File: config.mk
export PLATFORM = sky130hd
export DESIGN_NAME = pipe_addsub
export DESIGN_NICKNAME = d
export VERILOG_FILES = /design/src/rtl/pipe_addsub.sv
export SDC_FILE = /design/constraint.sdc
export NUM_CORES = 1
export LEC_CHECK = 0
export ABC_AREA = 1
export CAP_MARGIN = 20
export CORE_UTILIZATION = 30
export DETAILED_ROUTE_END_ITERATION = 8
export SKIP_CTS_REPAIR_TIMING = 1
export SLEW_MARGIN = 20
export SYNTH_ARGS = -nofsm -noshare
export SYNTH_HDL_FRONTEND = slang
export SYNTH_SLANG_ARGS = --single-unit
File: constraint.sdc
create_clock -name clock -period 6.9 [get_ports clock]
set_clock_uncertainty 0.2 [all_clocks]
set_input_delay 1.035 -clock clock [delete_from_list [all_inputs] [get_ports clock]]
set_output_delay 1.035 -clock clock [all_outputs]
set_load 0.05 [all_outputs]
File: src/rtl/pipe_addsub.sv
// Pipelined two's-complement adder/subtractor.
// The WIDTH-bit carry chain is cut into STAGES registered chunks of CHUNK bits.
// Each stage sums one chunk and forwards the completed low part of S, its chunk
// carry, and the untouched upper operand bits. A valid/ready handshake with
// bubble collapsing gives one result per cycle.
module pipe_addsub #(
  parameter int WIDTH  = 16,
  parameter int STAGES = 4
) (
  input  logic             clock,
  input  logic             reset,
  input  logic             in_valid,
  output logic             in_ready,
  input  logic             sub,
  input  logic             carryin,
  input  logic [WIDTH-1:0] X,
  input  logic [WIDTH-1:0] Y,
  output logic             out_valid,
  input  logic             out_ready,
  output logic [WIDTH-1:0] S,
  output logic             carryout,
  output logic             overflow
);

  localparam int CHUNK = WIDTH / STAGES;
  localparam int LAST  = STAGES - 1;

  // Reject illegal geometry at elaboration time.
  generate
    if ((WIDTH < 2) || (STAGES < 1) || (STAGES > WIDTH) || ((WIDTH % STAGES) != 0)) begin : g_bad_params
      $error("pipe_addsub: WIDTH must be >= 2 and a multiple of STAGES (1..WIDTH)");
    end
  endgenerate

  // Bit-level ripple over one chunk, exactly as chained full adders.
  // Returns {carry into chunk MSB, chunk carry-out, chunk sum}.
  function automatic logic [CHUNK+1:0] chunk_add(
    input logic [CHUNK-1:0] a,
    input logic [CHUNK-1:0] b,
    input logic             ci
  );
    logic [CHUNK:0]   c;
    logic [CHUNK-1:0] s;
    c[0] = ci;
    for (int j = 0; j < CHUNK; j++) begin
      s[j]   = a[j] ^ b[j] ^ c[j];
      c[j+1] = (a[j] & b[j]) | (c[j] & (a[j] ^ b[j]));
    end
    return {c[CHUNK-1], c[CHUNK], s};
  endfunction

  // Pipeline state, one entry per stage.
  logic [STAGES-1:0] v_r;
  logic [STAGES-1:0] c_r;
  logic [WIDTH-1:0]  s_r [STAGES];
  logic [WIDTH-1:0]  x_r [STAGES];
  logic [WIDTH-1:0]  y_r [STAGES];
  logic              ov_r;

  // Stage inputs (from the ports for stage 0, from the previous register otherwise).
  logic [WIDTH-1:0]  xin_s   [STAGES];
  logic [WIDTH-1:0]  yin_s   [STAGES];
  logic [WIDTH-1:0]  sin_s   [STAGES];
  logic [WIDTH-1:0]  snext_s [STAGES];
  logic [STAGES-1:0] cin_s;
  logic [STAGES-1:0] vin_s;
  logic [STAGES-1:0] cnext_s;
  logic [STAGES-1:0] adv_s;
  logic              cmsb_s;
  logic [WIDTH-1:0]  yeff_s;
  logic              c0_s;

  // Operand conditioning: subtraction is X + ~Y + 1, carryin ignored.
  always_comb begin
    yeff_s = Y;
    c0_s   = carryin;
    if (sub) begin
      yeff_s = ~Y;
      c0_s   = 1'b1;
    end else begin
      yeff_s = Y;
      c0_s   = carryin;
    end
  end

  generate
    for (genvar k = 0; k < STAGES; k++) begin : g_stage_in
      if (k == 0) begin : g_first
        assign xin_s[k] = X;
        assign yin_s[k] = yeff_s;
        assign sin_s[k] = {WIDTH{1'b0}};
        assign cin_s[k] = c0_s;
        assign vin_s[k] = in_valid & in_ready;
      end else begin : g_rest
        assign xin_s[k] = x_r[k-1];
        assign yin_s[k] = y_r[k-1];
        assign sin_s[k] = s_r[k-1];
        assign cin_s[k] = c_r[k-1];
        assign vin_s[k] = v_r[k-1];
      end
    end
  endgenerate

  // Per-stage chunk arithmetic; the last stage also exposes the carry into the MSB.
  always_comb begin
    logic [CHUNK+1:0] r;
    r       = {(CHUNK+2){1'b0}};
    cnext_s = {STAGES{1'b0}};
    cmsb_s  = 1'b0;
    for (int k = 0; k < STAGES; k++) begin
      r = chunk_add(xin_s[k][k*CHUNK +: CHUNK], yin_s[k][k*CHUNK +: CHUNK], cin_s[k]);
      snext_s[k] = sin_s[k];
      snext_s[k][k*CHUNK +: CHUNK] = r[CHUNK-1:0];
      cnext_s[k] = r[CHUNK];
      if (k == LAST) begin
        cmsb_s = r[CHUNK+1];
      end else begin
        cmsb_s = cmsb_s;
      end
    end
  end

  // Stage k may advance when the output is taken or any stage from k onward is empty.
  always_comb begin
    logic any_empty;
    any_empty = 1'b0;
    adv_s     = {STAGES{1'b0}};
    for (int k = 0; k < STAGES; k++) begin
      any_empty = 1'b0;
      for (int j = k; j < STAGES; j++) begin
        any_empty = any_empty | ~v_r[j];
      end
      adv_s[k] = out_ready | any_empty;
    end
  end

  assign in_ready = adv_s[0] & ~reset;

  // Pipeline registers: shift on advance, load data only when a valid op arrives.
  always_ff @(posedge clock or posedge reset) begin
    if (reset) begin
      v_r  <= {STAGES{1'b0}};
      c_r  <= {STAGES{1'b0}};
      ov_r <= 1'b0;
      for (int k = 0; k < STAGES; k++) begin
        s_r[k] <= {WIDTH{1'b0}};
        x_r[k] <= {WIDTH{1'b0}};
        y_r[k] <= {WIDTH{1'b0}};
      end
    end else begin
      for (int k = 0; k < STAGES; k++) begin
        if (adv_s[k]) begin
          v_r[k] <= vin_s[k];
          if (vin_s[k]) begin
            s_r[k] <= snext_s[k];
            c_r[k] <= cnext_s[k];
            x_r[k] <= xin_s[k];
            y_r[k] <= yin_s[k];
          end
        end
      end
      if (adv_s[LAST] && vin_s[LAST]) begin
        ov_r <= cmsb_s ^ cnext_s[LAST];
      end
    end
  end

  assign out_valid = v_r[LAST];
  assign S         = s_r[LAST];
  assign carryout  = c_r[LAST];
  assign overflow  = ov_r;

endmodule

After elaboration in Yosys (flattened, before gate mapping)
Index checks and enable logic that the tools add are counted.
- register bits after elaboration: 145
- input port bits: 38
- output and inout bits: 20
- logic and storage cells: 125
- mux-type cells: 2
- bitwise operators: 99
- reduce and logical (&&, ||, !) cells: 5
- operator list (kind ; count):
    $and 1x1->1 ; 34
    $xor 1x1->1 ; 33
    $or 1x1->1 ; 26
    $mux 16 ; 1
    $not 16->16 ; 1
    $reduce_and 2->1 ; 4
    $not 1->1 ; 5
    $logic_and 1x1->1 ; 1
    $mux 1 ; 1

Longest topological paths before layout
Gate-level depths: netlist of run 1.
- word-level depth: 11
- mapped depth: 11
- mapped depth without buffers: 9

Least setup slack after synthesis of run 1
OpenSTA, ideal clock, no wires.
- path type: input port to flip-flop
- start: in reset
- end: reg c_r[0]
- setup time: 82 ps
- data arrival time: 4488 ps
- data required time: 6618 ps
- slack: 2130 ps
- stages: 4
- buffers on the path: 1
- path through: inv_1 > clkbuf_1 > nand4_1 > nand2_1
- word-level cells in the longest chain between the ends: 4
- ends and longest elaborated chain (element ; line ; source):
    start: declaration ; 11 ; input logic reset,
    $not 1->1 ; 137 ; assign in_ready = adv_s[0] & ~reset;
    $and 1x1->1 ; 137 ;
    $and 1x1->1 ; 93 ; assign vin_s[k] = in_valid & in_ready;
    $reduce_and 2->1 (no line) ; n/a ;
    end signal: assignment ; 143 ; c_r <= {STAGES{1'b0}};
    end signal: indexed assignment ; 156 ; c_r[k] <= cnext_s[k];
    end: declaration ; 54 ; logic [STAGES-1:0] c_r;
No other way between the ends.
A chain may end at the register's enable or synchronous reset.

Final worst setup path of run 1
- start: in out_ready
- end: out in_ready
- word-level cells in the longest chain between the ends: 2
- ends and longest elaborated chain (element ; line ; source):
    start: declaration ; 19 ; input logic out_ready,
    $or 1x1->1 ; 133 ; adv_s[k] = out_ready | any_empty;
    $and 1x1->1 ; 137 ;
    end: declaration ; 13 ; output logic in_ready,
No other way between the ends.

==> out/metrics.cfg, run 1 <==
[status]
status = finished with violations
violations = DRC

[logic_synthesis]
synthTopCellsByArea = dfrtp_1 53%, nand2_1 16%, fa_1 7.1%
ys_types = 22
synth_ff_type = dfrtp_1
synth_area_leader_cell = dfrtp_1
syn_inst = 517
async_reset_ff_share_pct = 100
synth_fp_nets = 571
ys_ff_latch = 97
seq_area_frac_synth_pct = 53.4
synth_area_sq_mm = 0.00454
synth_area_per_cell_sq_um = 8.79
synth_top_cell_area_share_pct = 53.4
yosys_warnings = 0
synth_edf_count = 0

[place]
placed_cell_area_sq_mm = 0.00509
gp_routability_congestion = 0.754
io_buffers = 57
place_hpwl_um = 6000

[route]
first_pass_iters = 6
drt_iter0_drc = 157
routedWlPerCell_um = 11.5
vias = 3176
post-route-drc-count = 2
viasPerCell = 4.35
ant_nets = 0
wl_um = 8430

[die]
dieArea_sq_mm = 0.0156
core_area_sq_mm = 0.0146
rows = 44
start_util_pct = 31.0
die_w_um = 125
io_pins = 58
die_h_um = 125

[power]
p_sw_share_pct = 33.0
switchingPower_w = 0.000622
power_leakage_nw = 2.79
p_seq_share_pct = 41.6
p_int_w = 0.00126
power_density_mw_per_mm2 = 346
comb_power_share_pct = 28.6
ir_drop_v = 0.000132
power.clock.fraction_pct = 29.8

[final_layout]
drive_gt1_share_pct = 4.40
area_growth_syn_to_layout_pct = 20.1
fill_cells = 1533
antenna_cells = 0
final_util_pct = 37.2
finalNetCount = 595
fin_area_sq_mm = 0.00545

[worst_setup_path]
crit_required_ns = 5.66
endpoint_kind = output port
crit_start = out_ready
crit_arrival_ns = 2.71
path_cells = clkdlybuf4s50_1 -> nor2_2 -> a21oi_1 -> clkdlybuf4s50_1
cp-start-kind = primary input
reg2reg_to = x_r[59]
crit_slowest_cell = clkdlybuf4s50_1
reg2reg_slack_ns = 3.83
worst-path-max-fanout = 3
critPathMostFrequentCell = clkdlybuf4s50_1
worstReg2RegStart = v_r[0]
crit_path_end = in_ready
reg2reg_depth = 7
path_class = primary input to output port
cp_slowest_stage_delay_ns = 0.84

[clocking]
cts_root_buffer = clkbuf_16
worstSkewPairLatency_ns = 0.34
clock-sinks = 97
cts.reportedPaths.clkPinSlew_ns = 0.07
htree_num_levels = 3
clk_path_buf_depth = 2
cts_buffers = 9
cts_tree = yes

[global_route]
grt_pass1_vias = 3166
grt_max_degree = 81
grt_usage_pct = 11.7
grt_pass1_wl_um = 14900
antenna_found_initial = 0
gr-total-overflow = 0

[timing]
timing.slew.headroom_pct = 31.6
fin_crit_sh_pct = 57.2
drv_slew = 0
clock.fmax_mhz = 253
grt_setup_unrepaired = no
hold_viol_final = 0
worst_pin_slew_ns = 1.02
period_minus_slack_ns = 3.95
setup_viol = 0
finalSetupTns_ns = 0

[flow_run]
cap_violations = 0

[hold_path]
min_path_type = flop to flop
min_from = y_r[52]

cell type report:
class / instances / area, sq um / area share, %
timing repair buffer: 59 / 593 / 10.9
clock buffer: 11 / 243 / 4.45
multi-input combinational: 321 / 1660 / 30.4
sequential: 97 / 2430 / 44.5
inverter: 53 / 201 / 3.69
tap: 184 / 230 / 4.22
clock inverter: 5 / 103 / 1.88
state kept, by name (all words and copies together), names as in the netlist:
register,flops
y_r,24
v_r,4
c_r,4
S,16
x_r,24
overflow,1
s_r,24
worst min-delay path by stage:
stage	end	slack, ns	cells after the start
after CTS	y_r[52]	0.27	2
after global placement	y_r[52]	0.25	2
after global routing	x_r[47]	0.29	2
final	y_r[52]	0.27	2
after floorplan	c_r[0]	0.24	2
after detailed placement	y_r[52]	0.26	2
per-layer routing:
layer / wire, um / vias up / global-route usage, %
met5: 0 / - / 0
met4: 65 / 0 / 3.23
met3: 372 / 6 / 3.04
met2: 3630 / 59 / 17.6
met1: 4360 / 1467 / 16.5
li1: - / 1644 / -
metrics by stage:
step | instances | hold WS, ns | power, W | worst slack [ns]
detailed placement | 713 | 0.258 | 0.00134 | 2.72
global route | 730 | 0.290 | 0.00200 | 2.91
floorplan | 517 | 0.242 | 0.00121 | 1.64
global placement | 713 | 0.254 | 0.00133 | 2.82
finish | 730 | 0.271 | 0.00189 | 2.95
CTS | 729 | 0.275 | 0.00191 | 2.97
logic make-up after synthesis:
family / share of synthesized area (%)
compound gates: 3.64
xor+xnor: 0.964
flops: 53.4
buf+inv: 10.2
fa+ha+maj: 7.05
simple gates: 24.7
cell usage after synthesis (2+ instances only):
cell type,count
o21ai_0,18
clkbuf_1,12
nand3_1,28
inv_1,52
xnor2_1,2
buf_4,17
nor2_1,13
dfrtp_1,97
fa_1,16
xor2_1,3
nand4_1,29
a21oi_1,14
nand2_1,193
buf_2,15
cells in the final DEF (no fill, tap or decap):
master	Yosys	layout
clkdlybuf4s50_1	0	57
o21ai_1	1	1
dfrtp_1	97	97
fa_1	16	16
xor2_1	3	3
nor2_1	13	13
a21oi_1	14	14
xnor2_1	2	2
nand3_1	28	28
bufinv_16	0	3
clkbuf_16	0	9
clkinv_2	0	1
inv_4	0	1
buf_4	17	1
or2_2	1	1
inv_1	52	51
nand3_2	1	1
nor2_2	1	1
clkinvlp_4	0	1
o21ai_0	18	18
inv_2	1	1
nand4_1	29	29
buf_8	0	1
clkbuf_1	12	1
nand2_2	1	2
nand2_1	193	192
clkbuf_8	0	1
critical path, delay by kind of cell:
family / cells / cell delay (ns)
and+or+nand+nor: 1 / 0.10
buffers and inverters: 2 / 1.37
AOI/OAI and AO/OA: 1 / 0.21
power groups by stage:
stage | Clock, W | Combinational [W] | Sequential (W)
floorplan | 0 | 0.000413 | 0.000795
finish | 0.000562 | 0.000540 | 0.000784
CTS | 0.000574 | 0.000548 | 0.000786
global route | 0.000597 | 0.000599 | 0.000805
detailed placement | 0 | 0.000546 | 0.000796
global placement | 0 | 0.000536 | 0.000791
Note: power is estimated with default switching activity, not from simulation.
==> run 2, diff against run 1 <==
clock period = 3.4 ns   (was 6.9 ns; I/O delays follow)
==> run 2 against run 1 <==
Against the previous run:
- total power is 94% higher
- hold slack hardly changed
- clock power is 72% higher
- combinational power is 110% higher
- sequential cell count stayed put
- sequential share of layout area is 0.19 points lower
- first-iteration DRC count is 54% higher
- cell count is 1.4% higher
- the run still ends with DRC left
- die area stayed put
- worst setup slack worse by 2.5 ns
- core utilization is 0.16 points higher
- critical path type is now primary input to flop
==> out/metrics.cfg, run 2 (same netlist as run 1, synthesis figures left out) <==
[worst_setup_path]
worst-path-max-fanout = 18  ; +15
crit_slowest_cell = clkdlybuf4s50_1
reg2reg_to = S[15]
crit_arrival_ns = 2.99  ; +0.28 ns
path_delay_family = adder cells
endpoint_kind = flop
crit_start = sub
cp_slowest_stage_delay_ns = 0.50  ; -0.34 ns
critPathMostFrequentCell = fa_1
cp-start-kind = primary input
path_cells = clkdlybuf4s50_1 -> buf_12 -> xor2_1 -> fa_1 -> inv_1 -> fa_1 -> fa_1 -> inv_1 -> fa_1 -> nand4_1 -> nand2_1
crit_buf_inv = 4  ; +2
worstReg2RegStart = c_r[2]
path_class = primary input to flop
cp.depth = 11  ; +7
crit_required_ns = 3.43  ; -2.23 ns
crit_path_end = s_r[51]
reg2reg_slack_ns = 0.93  ; -2.90 ns
reg2reg_depth = 8  ; +1

[place]
io_buffers = 57  ; unchanged
gp_routability_congestion = 0.760  ; +0.85%
place_hpwl_um = 6270  ; +4.5%
place_ws_ns = 0.0590  ; -2.66 ns

[timing]
drv_slew = 0  ; unchanged
clock.fmax_mhz = 337
worst_pin_slew_ns = 0.751  ; -0.272 ns
timing.slew.headroom_pct = 50.0  ; +18 points
hold_viol_final = 0  ; unchanged
finalSetupTns_ns = 0  ; unchanged
fin_crit_sh_pct = 87.3
period_minus_slack_ns = 2.97
grt_setup_unrepaired = no
setup_ws_ns = 0.433  ; -2.52 ns
setup_viol = 0  ; unchanged

[route]
post-route-drc-count = 4  ; +2
ant_nets = 0  ; unchanged
wl_met2_um = 3730  ; +2.7%
wl_met1_um = 4530  ; +3.9%
first_pass_iters = 6  ; unchanged
wl_um = 8690  ; +3.1%
vias = 3233  ; +1.8%
top_layer = met4
routed-wl-met3_um = 378  ; +1.6%
routedWlPerCell_um = 11.7  ; +1.7%
viasPerCell = 4.37  ; +0.42%
drt_iter0_drc = 241  ; +54%

[global_route]
grt_max_degree = 63  ; -22%
grt_pass1_vias = 3175  ; +0.28%
antenna_found_initial = 0  ; unchanged
gr-total-overflow = 0  ; unchanged
grt_usage_pct = 12.0  ; +0.29 points
grt_pass1_wl_um = 15300  ; +2.8%

[die]
start_util_pct = 31.0  ; unchanged
die_h_um = 125  ; unchanged
core_area_sq_mm = 0.0146  ; unchanged
io_pins = 58  ; unchanged
die_w_um = 125  ; unchanged
rows = 44  ; unchanged
dieArea_sq_mm = 0.0156  ; unchanged

[clocking]
clk_path_buf_depth = 2  ; unchanged
cts_root_buffer = clkbuf_16
cts_tree = yes
cts_buffers = 9  ; unchanged
htree_num_levels = 3  ; unchanged
cts.reportedPaths.clkPinSlew_ns = 0.07  ; about the same
worstSkewPairLatency_ns = 0.33  ; about the same
clock-sinks = 97  ; unchanged

[hold_path]
min_path_type = flop to flop

[final_layout]
layout_commonest_cell = nand2_1
drive_gt1_share_pct = 6.12  ; +1.7 points
reg_top3 = s_r x24, x_r x24, y_r x24
layout_common_cells = 193 x nand2_1, 97 x dfrtp_1, 57 x clkdlybuf4s50_1
finalNetCount = 605  ; +1.7%
area_growth_syn_to_layout_pct = 20.6
antenna_cells = 0  ; unchanged

[power]
power_density_mw_per_mm2 = 669  ; +93%
power_w = 0.00366  ; +94%
power_leakage_nw = 2.81  ; +0.84%
ir_drop_v = 0.000243  ; +84%

[status]
violations = DRC
status = finished with violations

[flow_run]
cap_violations = 0  ; unchanged

-- run 2: stage by stage --
step           std cells  hold slack, ns  util [%]  cell area (sq um)
2_1_floorplan        517           0.242         -               4540
3_3_place_gp         724           0.255      35.4               5180
3_5_place_dp         724           0.261      35.4               5180
4_1_cts              740           0.276      37.4               5480
5_1_grt              740           0.289      37.4               5480
6_report             740           0.272      37.4               5480
-- run 2: per-layer routing --
layer  vias up  GRT usage [%]
li1       1667              -
met1      1493           17.3
met2        69           17.4
met3         4           3.04
met4         0           3.87
met5         -              0
-- run 2: worst min path at each step --
stage / startpoint / endpoint / slack (ns) / cells after the start
global route: S[12] / S[12] / 0.29 / 2
finish: c_r[0] / c_r[0] / 0.27 / 2
global placement: y_r[40] / y_r[40] / 0.26 / 2
CTS: x_r[44] / x_r[44] / 0.28 / 2
floorplan: c_r[0] / c_r[0] / 0.24 / 2
detailed placement: x_r[44] / x_r[44] / 0.26 / 2
-- run 2: power by group --
part	total, W	leakage (nW)	internal, W	switching, W
sequential	0.00159	1.21	0.00143	0.000155
combinational	0.00111	1.46	0.000401	0.000709
clock	0.000965	0.142	0.000540	0.000425
total	0.00366	2.81	0.00238	0.00129
-- run 2: layout make-up --
cell class / count / area, sq um
Fill cell: 1497 / 9170
Sequential cell: 97 / 2430
Multi-Input combinational cell: 321 / 1650
Timing Repair Buffer: 69 / 673
Clock buffer: 11 / 253
Tap cell: 184 / 230
Inverter: 53 / 201
Clock inverter: 5 / 38.8
-- run 2: worst reg2reg max path: stages (launching register included) --
cell     delay, ns
dfrtp_1       0.40
fa_1          0.42
inv_1         0.08
fa_1          0.17
inv_1         0.05
fa_1          0.41
inv_1         0.09
fa_1          0.40
o21ai_0       0.17
